$ cat config.mk
export PLATFORM = sky130hd
export DESIGN_NAME = rotating_square_n_flat
export DESIGN_NICKNAME = d
export VERILOG_FILES = /design/src/rtl/rotating_square_n_if.sv /design/src/rtl/rotating_square_n.sv /design/src/flat_wrapper.sv
export SDC_FILE = /design/constraint.sdc
export NUM_CORES = 1
export LEC_CHECK = 0
export CAP_MARGIN = 5
export CORE_ASPECT_RATIO = 1.4
export CORE_MARGIN = 4
export CORE_UTILIZATION = 30
export CTS_CLUSTER_SIZE = 40
export DETAILED_ROUTE_END_ITERATION = 6
export HOLD_SLACK_MARGIN = 0.05
export PLACE_DENSITY = 0.5
export SKIP_LAST_GASP = 1
export SLEW_MARGIN = 20
export SYNTH_ARGS = -nofsm -noshare
export SYNTH_HDL_FRONTEND = slang
export SYNTH_SLANG_ARGS = --single-unit
export TNS_END_PERCENT = 30
$ cat constraint.sdc
create_clock -name clk -period 2.5 [get_ports clk]
set_input_delay 0.25 -clock clk [delete_from_list [all_inputs] [get_ports clk]]
set_output_delay 0.25 -clock clk [all_outputs]
set_load 0.1 [all_outputs]
$ cat src/rtl/rotating_square_n_if.sv
// Control and display bundle for rotating_square_n.
// The revs counter port exists only when ROTSQ_REV_COUNT_EN is defined.
interface rotating_square_n_if #(
    parameter int NUM_DIGITS = 4,
    parameter int POS_W      = $clog2(2 * NUM_DIGITS)
);
    logic                  en;
    logic                  cw;
    logic                  mode;
    logic [1:0]            speed;
    logic [NUM_DIGITS-1:0] an;
    logic [7:0]            sseg;
    logic [POS_W-1:0]      pos;
    logic                  step;
`ifdef ROTSQ_REV_COUNT_EN
    logic [7:0]            revs;

    modport master (output en, cw, mode, speed, input an, sseg, pos, step, revs);
    modport slave  (input en, cw, mode, speed, output an, sseg, pos, step, revs);
`else
    modport master (output en, cw, mode, speed, input an, sseg, pos, step);
    modport slave  (input en, cw, mode, speed, output an, sseg, pos, step);
`endif
endinterface

$ cat src/rtl/rotating_square_n.sv
// Walks one lit square segment around the perimeter of an N-digit display.
// Optional ROTSQ_REV_COUNT_EN adds an 8-bit wrap/reversal counter (revs).
//
// state | meaning
// UP    | position moves towards 2N-1 (ping-pong), or last loop step was cw
// DOWN  | position moves towards 0 (ping-pong), or last loop step was ccw
module rotating_square_n #(
    parameter int NUM_DIGITS = 4,
    parameter int TICK_DIV   = 50_000_000,
    parameter int POS_W      = $clog2(2 * NUM_DIGITS)
) (
    input logic clk,
    input logic rst,
    rotating_square_n_if.slave bus
);
    localparam int               CNT_W  = $clog2(TICK_DIV);
    localparam logic [POS_W-1:0] LAST   = POS_W'(2 * NUM_DIGITS - 1);
    localparam logic [7:0]       TOP    = 8'b10011100;
    localparam logic [7:0]       BOTTOM = 8'b10100011;

    typedef enum logic {UP = 1'b0, DOWN = 1'b1} dir_t;

    dir_t             dir_q, dir_d;
    logic [POS_W-1:0] pos_q, pos_d;
    logic [CNT_W-1:0] cnt_q, cnt_d;
    logic [31:0]      term;
    logic             step_c;
    int               digit;
    logic             glyph_top;

    // A speed change that lands below the current count fires at once
    always_comb begin
        term   = (32'(TICK_DIV) >> bus.speed) - 32'd1;
        step_c = bus.en && (32'(cnt_q) >= term);
    end

    always_ff @(posedge clk or posedge rst) begin
        if (rst) begin
            dir_q <= UP;
            pos_q <= '0;
            cnt_q <= '0;
        end else begin
            dir_q <= dir_d;
            pos_q <= pos_d;
            cnt_q <= cnt_d;
        end
    end

    always_comb begin
        dir_d = dir_q;
        pos_d = pos_q;
        cnt_d = cnt_q;
        if (step_c) begin
            cnt_d = '0;
            if (!bus.mode) begin
                dir_d = bus.cw ? UP : DOWN;
                if (bus.cw)
                    pos_d = (pos_q == LAST) ? '0 : pos_q + POS_W'(1);
                else
                    pos_d = (pos_q == '0) ? LAST : pos_q - POS_W'(1);
            end else begin
                case (dir_q)
                    UP: begin
                        if (pos_q == LAST) begin
                            dir_d = DOWN;
                            pos_d = LAST - POS_W'(1);
                        end else begin
                            pos_d = pos_q + POS_W'(1);
                        end
                    end
                    DOWN: begin
                        if (pos_q == '0) begin
                            dir_d = UP;
                            pos_d = POS_W'(1);
                        end else begin
                            pos_d = pos_q - POS_W'(1);
                        end
                    end
                    default: dir_d = UP;
                endcase
            end
        end else if (bus.en) begin
            cnt_d = cnt_q + CNT_W'(1);
        end
    end

    // Top row runs left to right at p = 0 only; bottom row 1..N; top row back N+1..2N-1
    always_comb begin
        digit     = 0;
        glyph_top = 1'b1;
        if (pos_q == '0) begin
            digit = 0;
        end else if (int'(pos_q) <= NUM_DIGITS) begin
            digit     = int'(pos_q) - 1;
            glyph_top = 1'b0;
        end else begin
            digit = 2 * NUM_DIGITS - int'(pos_q);
        end
        for (int i = 0; i < NUM_DIGITS; i++)
            bus.an[i] = (i != digit);
        bus.sseg = glyph_top ? TOP : BOTTOM;
    end

    assign bus.pos  = pos_q;
    assign bus.step = step_c;

`ifdef ROTSQ_REV_COUNT_EN
    logic       wrap;
    logic [7:0] revs_q;

    always_comb begin
        if (!bus.mode)
            wrap = bus.cw ? (pos_q == LAST) : (pos_q == '0);
        else
            wrap = (dir_q == UP) ? (pos_q == LAST) : (pos_q == '0);
    end

    always_ff @(posedge clk or posedge rst) begin
        if (rst)
            revs_q <= '0;
        else if (step_c && wrap)
            revs_q <= revs_q + 8'd1;
    end

    assign bus.revs = revs_q;
`endif
endmodule

$ cat src/flat_wrapper.sv
// flat-port wrapper written by rule: the top's interface ports become plain ports
module rotating_square_n_flat 
#(
    parameter int NUM_DIGITS = 4,
    parameter int TICK_DIV   = 50_000_000,
    parameter int POS_W      = $clog2(2 * NUM_DIGITS)
)
  (clk, rst, bus_en, bus_cw, bus_mode, bus_speed, bus_an, bus_sseg, bus_pos, bus_step);
  rotating_square_n_if #(.NUM_DIGITS(NUM_DIGITS), .POS_W(POS_W)) bus_i ();
  input logic clk;
  input logic rst;
  input wire logic [$bits(bus_i.en)-1:0] bus_en;
  input wire logic [$bits(bus_i.cw)-1:0] bus_cw;
  input wire logic [$bits(bus_i.mode)-1:0] bus_mode;
  input wire logic [$bits(bus_i.speed)-1:0] bus_speed;
  output wire logic [$bits(bus_i.an)-1:0] bus_an;
  output wire logic [$bits(bus_i.sseg)-1:0] bus_sseg;
  output wire logic [$bits(bus_i.pos)-1:0] bus_pos;
  output wire logic [$bits(bus_i.step)-1:0] bus_step;
  assign bus_i.en = bus_en;
  assign bus_i.cw = bus_cw;
  assign bus_i.mode = bus_mode;
  assign bus_i.speed = bus_speed;
  assign bus_an = bus_i.an;
  assign bus_sseg = bus_i.sseg;
  assign bus_pos = bus_i.pos;
  assign bus_step = bus_i.step;
  rotating_square_n #(.NUM_DIGITS(NUM_DIGITS), .TICK_DIV(TICK_DIV), .POS_W(POS_W)) u_core (.clk(clk), .rst(rst), .bus(bus_i));
endmodule
==> impl_summary.md <==
Outcome
The flow ran to the end, but the final reports show violations. The final reports fail on negative setup slack.

Placement
The congestion estimate from routability-driven global placement came to 0.791. The number of placed instances with taps included is 393. The half-perimeter wire length after placement is 4.12 mm. Once placement finished, the instance area stood at 2830 um^2. The count of buffers added on input and output ports is 20.

Floorplanning
Once the floorplan was initialized, standard cells occupied 31.1% of the core. The number of rows in the core area is 37. The die is 112 um tall. The total die area is 9170 um^2. The number of top-level design ports is 23. Measured along the x axis, the die boundary spans 82.1 um. After floorplanning, the core was sized to cover 7410 um^2.

Timing
Setup violations remaining at the end of the flow were counted as 1. The slack of the critical path is -0.0389 ns. The number of pins with negative max-slew slack in the final report came to 0. After layout, the minimum clock period comes to 2.54 ns. The number of hold violations in the final report is 0. Setup repair after global routing could not meet its margin everywhere. For the final database, setup skew stands at 0.00644 ns. In the finished design, the share of the clock period the worst path needs comes to 102%. Static timing analysis puts the maximum clock frequency at 394 MHz.

Route
The first routing iteration left 46 violations. The first detailed-routing pass took 4 iterations. The total wire length is 5.70 mm. The routed via count is 1985. The number of remaining DRC errors is 0.

The number of nets still failing antenna checks after routing is 0. In the final routed layout, each cell accounts on average for 13.7 um. The mean number of vias per cell is 4.78.

CTS
The master cell of the clock root buffer is sky130_fd_sc_hd__clkbuf_8. Counting along the longest clock path gives a buffer depth of 2. Clock latency on the worst-skew pair, taken at its later pin, is 0.28 ns. The clock-pin slew on the worst setup and hold paths is 0.07 ns. In this run the number of H-tree levels came out at 2. TritonCTS built the clock tree. The clock buffer count from CTS is 5. The CTS sink count is 30. For this design, the CTS-stage hold fixing added 0 buffers.

Yosys
The mean cell area of the mapped netlist is 8.67 um^2. The most area-hungry cell type in the Yosys netlist is sky130_fd_sc_hd__dfrtp_1. The synthesized design contains 0 enable-type register cells. The count of unique library cells instantiated by Yosys is 46. Summing the sequential cell areas from Yosys gives 32.6% of the chip area. The cell count after synthesis is 266. In the post-synthesis netlist, the biggest area contributors are sky130_fd_sc_hd__dfrtp_1, sky130_fd_sc_hd__ha_1, sky130_fd_sc_hd__nor2_1.

For this run, the number of Yosys warnings is 0. The most used flip-flop cell after synthesis is sky130_fd_sc_hd__dfrtp_1. Counting flops with an async set or reset pin after synthesis yields a share of 100%. Synthesis inferred 30 register bits.

The area share of the leading cell type in the synthesized netlist is 32.6%. Summing every instance area after synthesis gives 2310 um^2.

Setup path
The number of buffers and inverters on the critical path is 2. The worst setup path is captured at a primary output. The library cell contributing the largest single delay on the critical path is sky130_fd_sc_hd__or4_4.

Among cell families on the critical path, the largest total delay comes from simple AND/OR/NAND/NOR gates. The cell that appears most often on the critical path is sky130_fd_sc_hd__buf_12. Traced cell by cell, the critical path runs through ha_4 -> nand3_2 -> or4_4 -> or2_0 -> o22ai_2 -> buf_12 -> buf_12. In this design, the stage delay of the slowest critical-path cell is 0.52 ns. The maximum net fanout on the critical path is 2.

For the worst setup path, the data arrival time is 2.29 ns. The startpoint type of the worst setup path is a flip-flop. The data required time of the critical path is 2.25 ns.

The worst setup path is of the flip-flop to primary output kind.

Cells and area
The area growth from synthesis to layout is 37.3%. The final core area utilization is 42.8%. The finished layout holds 415 standard cells, fillers aside. The top cell types in the final layout, fill and taps aside, are sky130_fd_sc_hd__buf_4, sky130_fd_sc_hd__nor2_1, sky130_fd_sc_hd__dfrtp_1. The net count reported at finish is 352.

The number of antenna diodes in the final layout is 0. The fraction of final layout cells with drive strength greater than 1 is 26.4%. After routing the design area is 3170 um^2. The most common cell after layout, fill and taps aside is sky130_fd_sc_hd__buf_4.

Global routing
For this run, the total global-route usage over all layers was measured as 13.8%. The largest net degree at the start of global routing is 31. The number of global-route vias before repair is 2010.

The first-pass GRT wire length is 9.75 mm. The initial antenna violation count came to 0. After global routing the overflow that remains totals 0.

Worst hold path
The path class of the tightest hold or removal check is input port to async pin.

Pwr
Summed over all cells, the static leakage comes to 0.00148 uW. The maximum resistive drop on vdd is 0.217 mV. Dividing total power by cell area gives a power density of 445 nW/um^2.

Job
The number of max-capacitance violations reported is 0.
## layer usage
metal  vias up  part of all wire, %  wire length, um  GRT usage (%)
met5         -                    0                0              0
met4         0                  1.9              109           5.32
met3         4                  2.1              121           2.35
met2        22                   51             2890           22.9
met1       940                   45             2580           17.4
li1       1019                    -                -              -
## area by class of cell
type                    count  area (um^2)
flip-flops and latches     30          754
clock inverters             1         30.0
fillers                   750         4240
well taps                  97          121
inverters                  18         67.6
multi-input cells         207         1540
clock buffers               7         76.3
repair buffers             55          576
## cells by family (layout without fill, tap and decap cells)
kind of cell	Yosys count	count (layout)	synth area share (%)
compound gates	46	46	13.2
xor+xnor	23	23	8.74
fa+ha+maj	28	28	15.2
buf+inv	31	81	6.73
flops	30	30	32.6
mux	4	4	1.79
other cells	2	4	0.326
simple gates	102	102	21.5
## sequential cells by signal (all words and copies together) (netlist names)
name and flops:
u_core.dir_q 1, u_core.bus.pos 3, u_core.cnt_q 26
## synth_stat cells (all sizes together) (5+ instances only)
library cell,number
buf,10
nand2,25
dfrtp,30
inv,18
a21oi,12
o21ai,13
and3,5
nand3,8
nand4,11
xor2,15
xnor2,8
nor2,35
ha,28
## worst reg2reg max path, delay by kind of cell, from the launching register on
family	cells	cell delay (ns)
compound gates	3	0.46
simple gates	3	0.81
buf+inv	2	0.29
flops	1	0.42
fa+ha+maj	1	0.29
## where the power goes
part	internal, uW	switching, uW	total [uW]
Clock	298	192	490
Sequential	540	78.1	618
Combinational	150	151	301
## metrics by stage
| step | setup slack [ns] | hold WS [ns] | power, uW | setup TNS [ns] |
|---|---|---|---|---|
| 4_1_cts | -0.0651 | 0.361 | 1410 | -0.0651 |
| 6_report | -0.0389 | 0.351 | 1410 | -0.0389 |
| 3_3_place_gp | -0.413 | 0.507 | 888 | -9.80 |
| 2_1_floorplan | -0.0714 | 0.341 | 796 | -0.243 |
| 5_1_grt | -0.115 | 0.395 | 1500 | -0.141 |
| 3_5_place_dp | -0.442 | 0.527 | 896 | -10.99 |
## timing repair
item | 4_1_cts | 5_1_grt
gates resized for setup | 21 | 8
pin swaps | 10 | 5
cloned | 0 | 0
buffers inserted | 12 | 2
endpoints found under the setup margin | 30 | 7
## final timing paths
kind                                  start                 to  slack, ns  cells past startpoint
min                                     rst  u_core.bus.pos[1]       0.35                      3
min in group clk            u_core.cnt_q[1]    u_core.cnt_q[1]       0.54                      1
max in group asynchronous               rst  u_core.bus.pos[2]       1.84                      3
max                        u_core.cnt_q[23]           bus_step      -0.04                      7
min reg2reg                 u_core.cnt_q[1]    u_core.cnt_q[1]       0.54                      1
max reg2reg                u_core.cnt_q[23]       u_core.dir_q       0.11                      9
No activity file was read; power rests on OpenSTA's default activity.
